File: config.mk
export PLATFORM = sky130hd
export DESIGN_NAME = div_seq_flat
export DESIGN_NICKNAME = d
export VERILOG_FILES = /design/src/rtl/div_seq_pkg.sv /design/src/rtl/div_seq_if.sv /design/src/rtl/div_step.sv /design/src/rtl/div_seq.sv /design/src/flat_wrapper.sv
export SDC_FILE = /design/constraint.sdc
export NUM_CORES = 1
export LEC_CHECK = 0
export BUFFER_PORTS_ARGS = -buffer_cell sky130_fd_sc_hd__buf_2
export CORE_UTILIZATION = 43
export CTS_CLUSTER_SIZE = 24
export DETAILED_ROUTE_END_ITERATION = 8
export PLACE_DENSITY = 0.68
export SYNTH_ARGS = -nofsm -noshare
export SYNTH_HDL_FRONTEND = slang
export SYNTH_HIERARCHICAL = 1
export SYNTH_SLANG_ARGS = --single-unit
File: constraint.sdc
create_clock -name clk -period 7.27 [get_ports clk]
set_input_delay 0.727 -clock clk [delete_from_list [all_inputs] [get_ports clk]]
set_output_delay 0.727 -clock clk [all_outputs]
set_load 0.005 [all_outputs]
File: src/rtl/div_seq_pkg.sv
// Shared types and constants for the sequential MIPS divider.
package div_seq_pkg;

  localparam int unsigned Width = 32;
  localparam int unsigned CntW  = $clog2(Width);

  // Quotient reported when the divisor is zero.
  localparam logic [Width-1:0] DivZeroQuo = '1;

  typedef enum logic [1:0] {
    StIdle,
    StBusy,
    StDone
  } state_e;

  function automatic logic [Width-1:0] cond_neg(input logic [Width-1:0] v, input logic neg);
    return neg ? (~v + Width'(1)) : v;
  endfunction

endpackage

File: src/rtl/div_seq_if.sv
// Execute-stage handshake between the pipeline (master) and the divider (slave).
interface div_seq_if #(
  parameter int unsigned WIDTH = 32
) ();

  logic             startE;
  logic             signE;
  logic [WIDTH-1:0] srcaE;
  logic [WIDTH-1:0] srcbE;
  logic             flushE;
  logic             holdE;
  logic             stall_divE;
  logic             readyE;
  logic [WIDTH-1:0] hiE;
  logic [WIDTH-1:0] loE;
  logic             divzeroE;

  modport master (
    output startE, signE, srcaE, srcbE, flushE, holdE,
    input  stall_divE, readyE, hiE, loE, divzeroE
  );

  modport slave (
    input  startE, signE, srcaE, srcbE, flushE, holdE,
    output stall_divE, readyE, hiE, loE, divzeroE
  );

endinterface

File: src/rtl/div_step.sv
// One restoring shift-subtract iteration: shifts the next dividend bit into the
// partial remainder and emits one quotient bit.
module div_step #(
  parameter int unsigned WIDTH = 32
) (
  input  logic [WIDTH-1:0] rem_i,
  input  logic [WIDTH-1:0] quo_i,
  input  logic [WIDTH-1:0] div_i,
  output logic [WIDTH-1:0] rem_o,
  output logic [WIDTH-1:0] quo_o
);

  logic [WIDTH:0] trial;

  always_comb begin
    // Top bit of the widened difference is the borrow.
    trial = {rem_i, quo_i[WIDTH-1]} - {1'b0, div_i};
    if (trial[WIDTH]) begin
      rem_o = {rem_i[WIDTH-2:0], quo_i[WIDTH-1]};
      quo_o = {quo_i[WIDTH-2:0], 1'b0};
    end else begin
      rem_o = trial[WIDTH-1:0];
      quo_o = {quo_i[WIDTH-2:0], 1'b1};
    end
  end

endmodule

File: src/rtl/div_seq.sv
// Sequential MIPS DIV/DIVU unit: FSM, step counter and sign fix-up around div_step.
// Define DIV_EARLY_OUT_EN to finish divide-by-zero and |a| < |b| in one cycle.
module div_seq
  import div_seq_pkg::*;
#(
  parameter int unsigned WIDTH = Width
) (
  input logic       clk,
  input logic       rst,
  div_seq_if.slave  dif
);

  state_e            state_q, state_d;
  logic [CntW-1:0]   cnt_q, cnt_d;
  logic [WIDTH-1:0]  rem_q, rem_d;
  logic [WIDTH-1:0]  quo_q, quo_d;
  logic [WIDTH-1:0]  dvs_q, dvs_d;
  logic              qneg_q, qneg_d;
  logic              rneg_q, rneg_d;
  logic              dz_q, dz_d;

  logic              a_neg, b_neg, go, early, done;
  logic [WIDTH-1:0]  a_mag, b_mag, step_rem, step_quo;

  assign a_neg = dif.signE & dif.srcaE[WIDTH-1];
  assign b_neg = dif.signE & dif.srcbE[WIDTH-1];
  assign a_mag = cond_neg(dif.srcaE, a_neg);
  assign b_mag = cond_neg(dif.srcbE, b_neg);
  assign go    = (state_q == StIdle) & dif.startE & ~dif.flushE;
  assign done  = (state_q == StDone);

`ifdef DIV_EARLY_OUT_EN
  assign early = (dif.srcbE == '0) | (a_mag < b_mag);
`else
  assign early = 1'b0;
`endif

  div_step #(
    .WIDTH (WIDTH)
  ) u_step (
    .rem_i (rem_q),
    .quo_i (quo_q),
    .div_i (dvs_q),
    .rem_o (step_rem),
    .quo_o (step_quo)
  );

  always_comb begin
    state_d = state_q;
    cnt_d   = cnt_q;
    rem_d   = rem_q;
    quo_d   = quo_q;
    dvs_d   = dvs_q;
    qneg_d  = qneg_q;
    rneg_d  = rneg_q;
    dz_d    = dz_q;
    unique case (state_q)
      StIdle: begin
        if (go) begin
          qneg_d = a_neg ^ b_neg;
          rneg_d = a_neg;
          dz_d   = (dif.srcbE == '0);
          dvs_d  = b_mag;
          cnt_d  = '0;
          if (early) begin
            // Quotient is zero (or overridden); remainder is the dividend itself.
            rem_d   = a_mag;
            quo_d   = '0;
            state_d = StDone;
          end else begin
            rem_d   = '0;
            quo_d   = a_mag;
            state_d = StBusy;
          end
        end
      end
      StBusy: begin
        rem_d = step_rem;
        quo_d = step_quo;
        cnt_d = cnt_q + CntW'(1);
        if (cnt_q == CntW'(WIDTH - 1)) state_d = StDone;
      end
      StDone: begin
        if (!dif.holdE) state_d = StIdle;
      end
      default: state_d = StIdle;
    endcase
    if (dif.flushE) state_d = StIdle;
  end

  always_ff @(posedge clk) begin
    if (rst) begin
      state_q <= StIdle;
      cnt_q   <= '0;
      rem_q   <= '0;
      quo_q   <= '0;
      dvs_q   <= '0;
      qneg_q  <= 1'b0;
      rneg_q  <= 1'b0;
      dz_q    <= 1'b0;
    end else begin
      state_q <= state_d;
      cnt_q   <= cnt_d;
      rem_q   <= rem_d;
      quo_q   <= quo_d;
      dvs_q   <= dvs_d;
      qneg_q  <= qneg_d;
      rneg_q  <= rneg_d;
      dz_q    <= dz_d;
    end
  end

  // Results are forced to zero outside DONE so reset and killed ops read as zero.
  always_comb begin
    dif.stall_divE = go | (state_q == StBusy);
    dif.readyE     = done;
    dif.divzeroE   = done & dz_q;
    dif.hiE        = '0;
    dif.loE        = '0;
    if (done) begin
      dif.hiE = cond_neg(rem_q, rneg_q);
      dif.loE = dz_q ? DivZeroQuo : cond_neg(quo_q, qneg_q);
    end
  end

endmodule

File: src/flat_wrapper.sv
// flat-port wrapper written by rule: the top's interface ports become plain ports
module div_seq_flat import div_seq_pkg::*;
#(
  parameter int unsigned WIDTH = Width
)
  (clk, rst, dif_startE, dif_signE, dif_srcaE, dif_srcbE, dif_flushE, dif_holdE, dif_stall_divE, dif_readyE, dif_hiE, dif_loE, dif_divzeroE);
  div_seq_if #(.WIDTH(WIDTH)) dif_i ();
  input logic clk;
  input logic rst;
  input wire logic [$bits(dif_i.startE)-1:0] dif_startE;
  input wire logic [$bits(dif_i.signE)-1:0] dif_signE;
  input wire logic [$bits(dif_i.srcaE)-1:0] dif_srcaE;
  input wire logic [$bits(dif_i.srcbE)-1:0] dif_srcbE;
  input wire logic [$bits(dif_i.flushE)-1:0] dif_flushE;
  input wire logic [$bits(dif_i.holdE)-1:0] dif_holdE;
  output wire logic [$bits(dif_i.stall_divE)-1:0] dif_stall_divE;
  output wire logic [$bits(dif_i.readyE)-1:0] dif_readyE;
  output wire logic [$bits(dif_i.hiE)-1:0] dif_hiE;
  output wire logic [$bits(dif_i.loE)-1:0] dif_loE;
  output wire logic [$bits(dif_i.divzeroE)-1:0] dif_divzeroE;
  assign dif_i.startE = dif_startE;
  assign dif_i.signE = dif_signE;
  assign dif_i.srcaE = dif_srcaE;
  assign dif_i.srcbE = dif_srcbE;
  assign dif_i.flushE = dif_flushE;
  assign dif_i.holdE = dif_holdE;
  assign dif_stall_divE = dif_i.stall_divE;
  assign dif_readyE = dif_i.readyE;
  assign dif_hiE = dif_i.hiE;
  assign dif_loE = dif_i.loE;
  assign dif_divzeroE = dif_i.divzeroE;
  div_seq #(.WIDTH(WIDTH)) u_core (.clk(clk), .rst(rst), .dif(dif_i));
endmodule
==> results.md <==
- Run status: completed
- Endpoint, Worst Hold: u_core/dvs_q[0]$_SDFFE_PP0P_
- Async S/R FF share, synth: 0
- Mapped Cells: 1295
- Worst r2r src: u_core/quo_q[31]$_SDFFE_PP0P_
- Adder-Cell Fraction of Synth Area: 0.0509
- Resized Gates After CTS: 0
- # rows: 54
- Leading cell type in the layout, fill and taps excluded: buf_2
- Post-synthesis simple-gate area fraction: 0.217
- Detailed Route Iter0 Violations: 936
- DIE WIDTH: 152 um
- Mux share of post-synthesis cell area: 0.0414
- Flop2flop setup slack: 3610 ps
- Clock root buffer: clkbuf_16
- Most frequent cells in the layout: 136 x buf_2, 128 x a21oi_1, 119 x nor2_1
- Max capacitance violation total: 0
- Cell total after placement: 1606
- Vias in the first global route: 8669
- Detail Placement HPWL: 20900 um
- Endpoints failing setup: 0
- Least-Margin Pin Slew: 1150 ps
- XOR/XNOR Fraction of Synth Area: 0.120
- Fillers: 2221
- Setup bufs post-CTS: 0
- Synth Net Count: 1404
- Largest net degree at the start of global routing: 72
- Htree depth: 3
- Area Overhead vs Synth: 8.10%
- Drt wl/cell: 17.4 um
- Layout Nets: 1446
- # port buffers: 136
- Power Dens Cells: 192 mW/mm2
- Share of cells above drive strength 1: 0.165
- Synth unique cells: 86
- CP required: 6540 ps
- Die height: 152 um
- Via count: 9777
- # IOs: 137
- Clock Latency Late Sink: 370 ps
- #FFs+latches synth: 106
- TNS Setup: 0 ps
- Synth Area in Compound Gates: 0.267
- R2R depth: 15
- Max clock buf depth: 2
- Hold_buf cts: 0
- Netlist Area Pre-Place: 0.00974 mm2
- Crit path max fanout: 13
- Min-Delay Startpoint: u_core/dvs_q[0]$_SDFFE_PP0P_
- Post-route ant nets: 0
- CTS buffer count: 9
- Critical path class: reg -> out
- Fin crit share: 0.504
- ANT cells: 0
- RSZ-0062 raised after global routing: false
- Reg power frac: 0.332
- Starting Density: 0.442
- Core box area: 0.0220 mm2
- First-pass GRT wire length: 45800 um
- Pint: 1250 uW
- Startpoint Class: flip-flop
- Worst-path clk slew: 80 ps
- Post-route insts no fill: 1622
- Pre-antenna DRT Iters: 8
- Worst VDD drop: 0.102 mV
- Design Power: 2020 uW
- Ys flop type: dfxtp_1
- Die area: 0.0232 mm2
- Total gr overflow: 0
- Post-Syn Area per Cell: 7.52 um2
- Sw frac: 0.381
- Final hold violations: 0
- DRC: 0
- Number of synthesized flops with an enable pin: 0
- Routed vias/inst: 6.03
- Worst path arrival time: 2940 ps
- Max Transition Viols Final: 0
- Sequential element share of the synthesized area: 0.218
- Gpl congestion: 0.904
- Ys Warns: 6
- Largest family of logic cells by synthesized area: compound AO/OA/AOI/OAI gates
- Worst hold-check path type: reg -> reg
- Clock skew: 8.04 ps
- Clk sink count: 106
- Comb power frac: 0.408
- CTS tree: yes
- FMAX: 0.273 GHz
- Post-Route WL: 28300 um
- Static Leak: 0.00416 uW
- Antenna violations before repair: 0
- CP Capture Type: output port
- Slew Limit Headroom: 0.233
- Clk pwr share: 0.260
- Net Sw Power: 768 uW
- Crit path time final: 3670 ps
- GRT Overall Usage: 0.242
- RR Endpoint: u_core/rem_q[23]$_SDFFE_PP0P_
- Hold Path Depth: 2
routing by layer:
metal  share of wire  GRT usage
met1            0.49      0.358
met5               0          0
met4           0.021     0.0832
met3           0.063     0.0267
met2            0.42      0.360
worst max-delay path by stage:
stage,slack (ps),start,end
CTS,3620,u_core/quo_q[31]$_SDFFE_PP0P_,u_core/rem_q[23]$_SDFFE_PP0P_
finish,3600,u_core/rem_q[2]$_SDFFE_PP0P_,dif_hiE[31]
detailed placement,3640,u_core/quo_q[31]$_SDFFE_PP0P_,u_core/rem_q[14]$_SDFFE_PP0P_
global route,3270,u_core/rem_q[2]$_SDFFE_PP0P_,dif_hiE[23]
global placement,3730,u_core/quo_q[31]$_SDFFE_PP0P_,u_core/rem_q[7]$_SDFFE_PP0P_
floorplan,3910,u_core/quo_q[31]$_SDFFE_PP0P_,u_core/rem_q[10]$_SDFFE_PP0P_
cells in the mapped netlist (all sizes together) (11+ instances only):
library cell | number | area [um2]
nand3 | 58 | 290
buf | 55 | 403
a211oi | 37 | 283
o21ai | 56 | 280
xnor2 | 39 | 342
nand4 | 14 | 87.6
inv | 50 | 195
o21a | 12 | 90.1
dfxtp | 106 | 2120
nor4 | 28 | 200
a21o | 18 | 136
clkbuf | 56 | 210
nand2 | 102 | 383
o41ai | 29 | 254
ha | 38 | 475
or3 | 13 | 86.3
a21oi | 130 | 658
or4 | 11 | 93.8
nor3 | 22 | 110
nor2 | 121 | 462
and3 | 12 | 77.6
xor2 | 94 | 823
mux2 | 23 | 330
o31ai | 34 | 255
a31oi | 17 | 106
power groups by stage:
stage / Sequential, uW / Clock (uW) / Combinational, uW
after CTS: 669 / 532 / 812
after floorplan: 662 / 0 / 703
after global routing: 678 / 552 / 900
after detailed placement: 683 / 0 / 809
after global placement: 681 / 0 / 805
final: 671 / 525 / 824
cells by family (layout without fill, tap and decap cells):
group / after synthesis / in the layout
simple gates: 426 / 426
compound gates: 397 / 397
buf+inv: 165 / 212
xor+xnor: 133 / 133
flops: 106 / 106
fa+ha+maj: 39 / 39
mux: 29 / 29
registers in the layout, indices dropped and copies added, names as in the netlist:
| signal | count |
|---|---|
| u_core/state_q | 2 |
| u_core/rneg_q | 1 |
| u_core/rem_q | 32 |
| u_core/cnt_q | 5 |
| u_core/qneg_q | 1 |
| u_core/quo_q | 32 |
| u_core/dvs_q | 32 |
| u_core/dz_q | 1 |
critical path, stage by stage (launching register included):
cell and delay (ps):
dfxtp_1 410, nor4_1 710, nand2_1 530, o41ai_1 530
xor2_1 180, nor2_1 50, buf_2 150
area by class of cell:
class                   instances  area [um2]  share of cell area
multi-input cells            1024        6800               0.646
flip-flops and latches        106        2120               0.202
repair buffers                144         741              0.0704
well taps                     280         350              0.0333
clock buffers                   9         225              0.0214
inverters                      52         203              0.0193
clock inverters                 7        82.6             0.00785
per-stage QoR:
| stage | worst slack, ps | util | instance area, um2 | hold slack, ps |
|---|---|---|---|---|
| 6_report | 3600 | 0.478 | 10500 | 463 |
| 5_1_grt | 3270 | 0.478 | 10500 | 485 |
| 4_1_cts | 3620 | 0.478 | 10500 | 464 |
| 3_5_place_dp | 3640 | 0.464 | 10200 | 454 |
| 3_3_place_gp | 3730 | 0.464 | 10200 | 448 |
| 2_1_floorplan | 3910 | - | 9740 | 428 |
(Power assumes the default switching activity.)
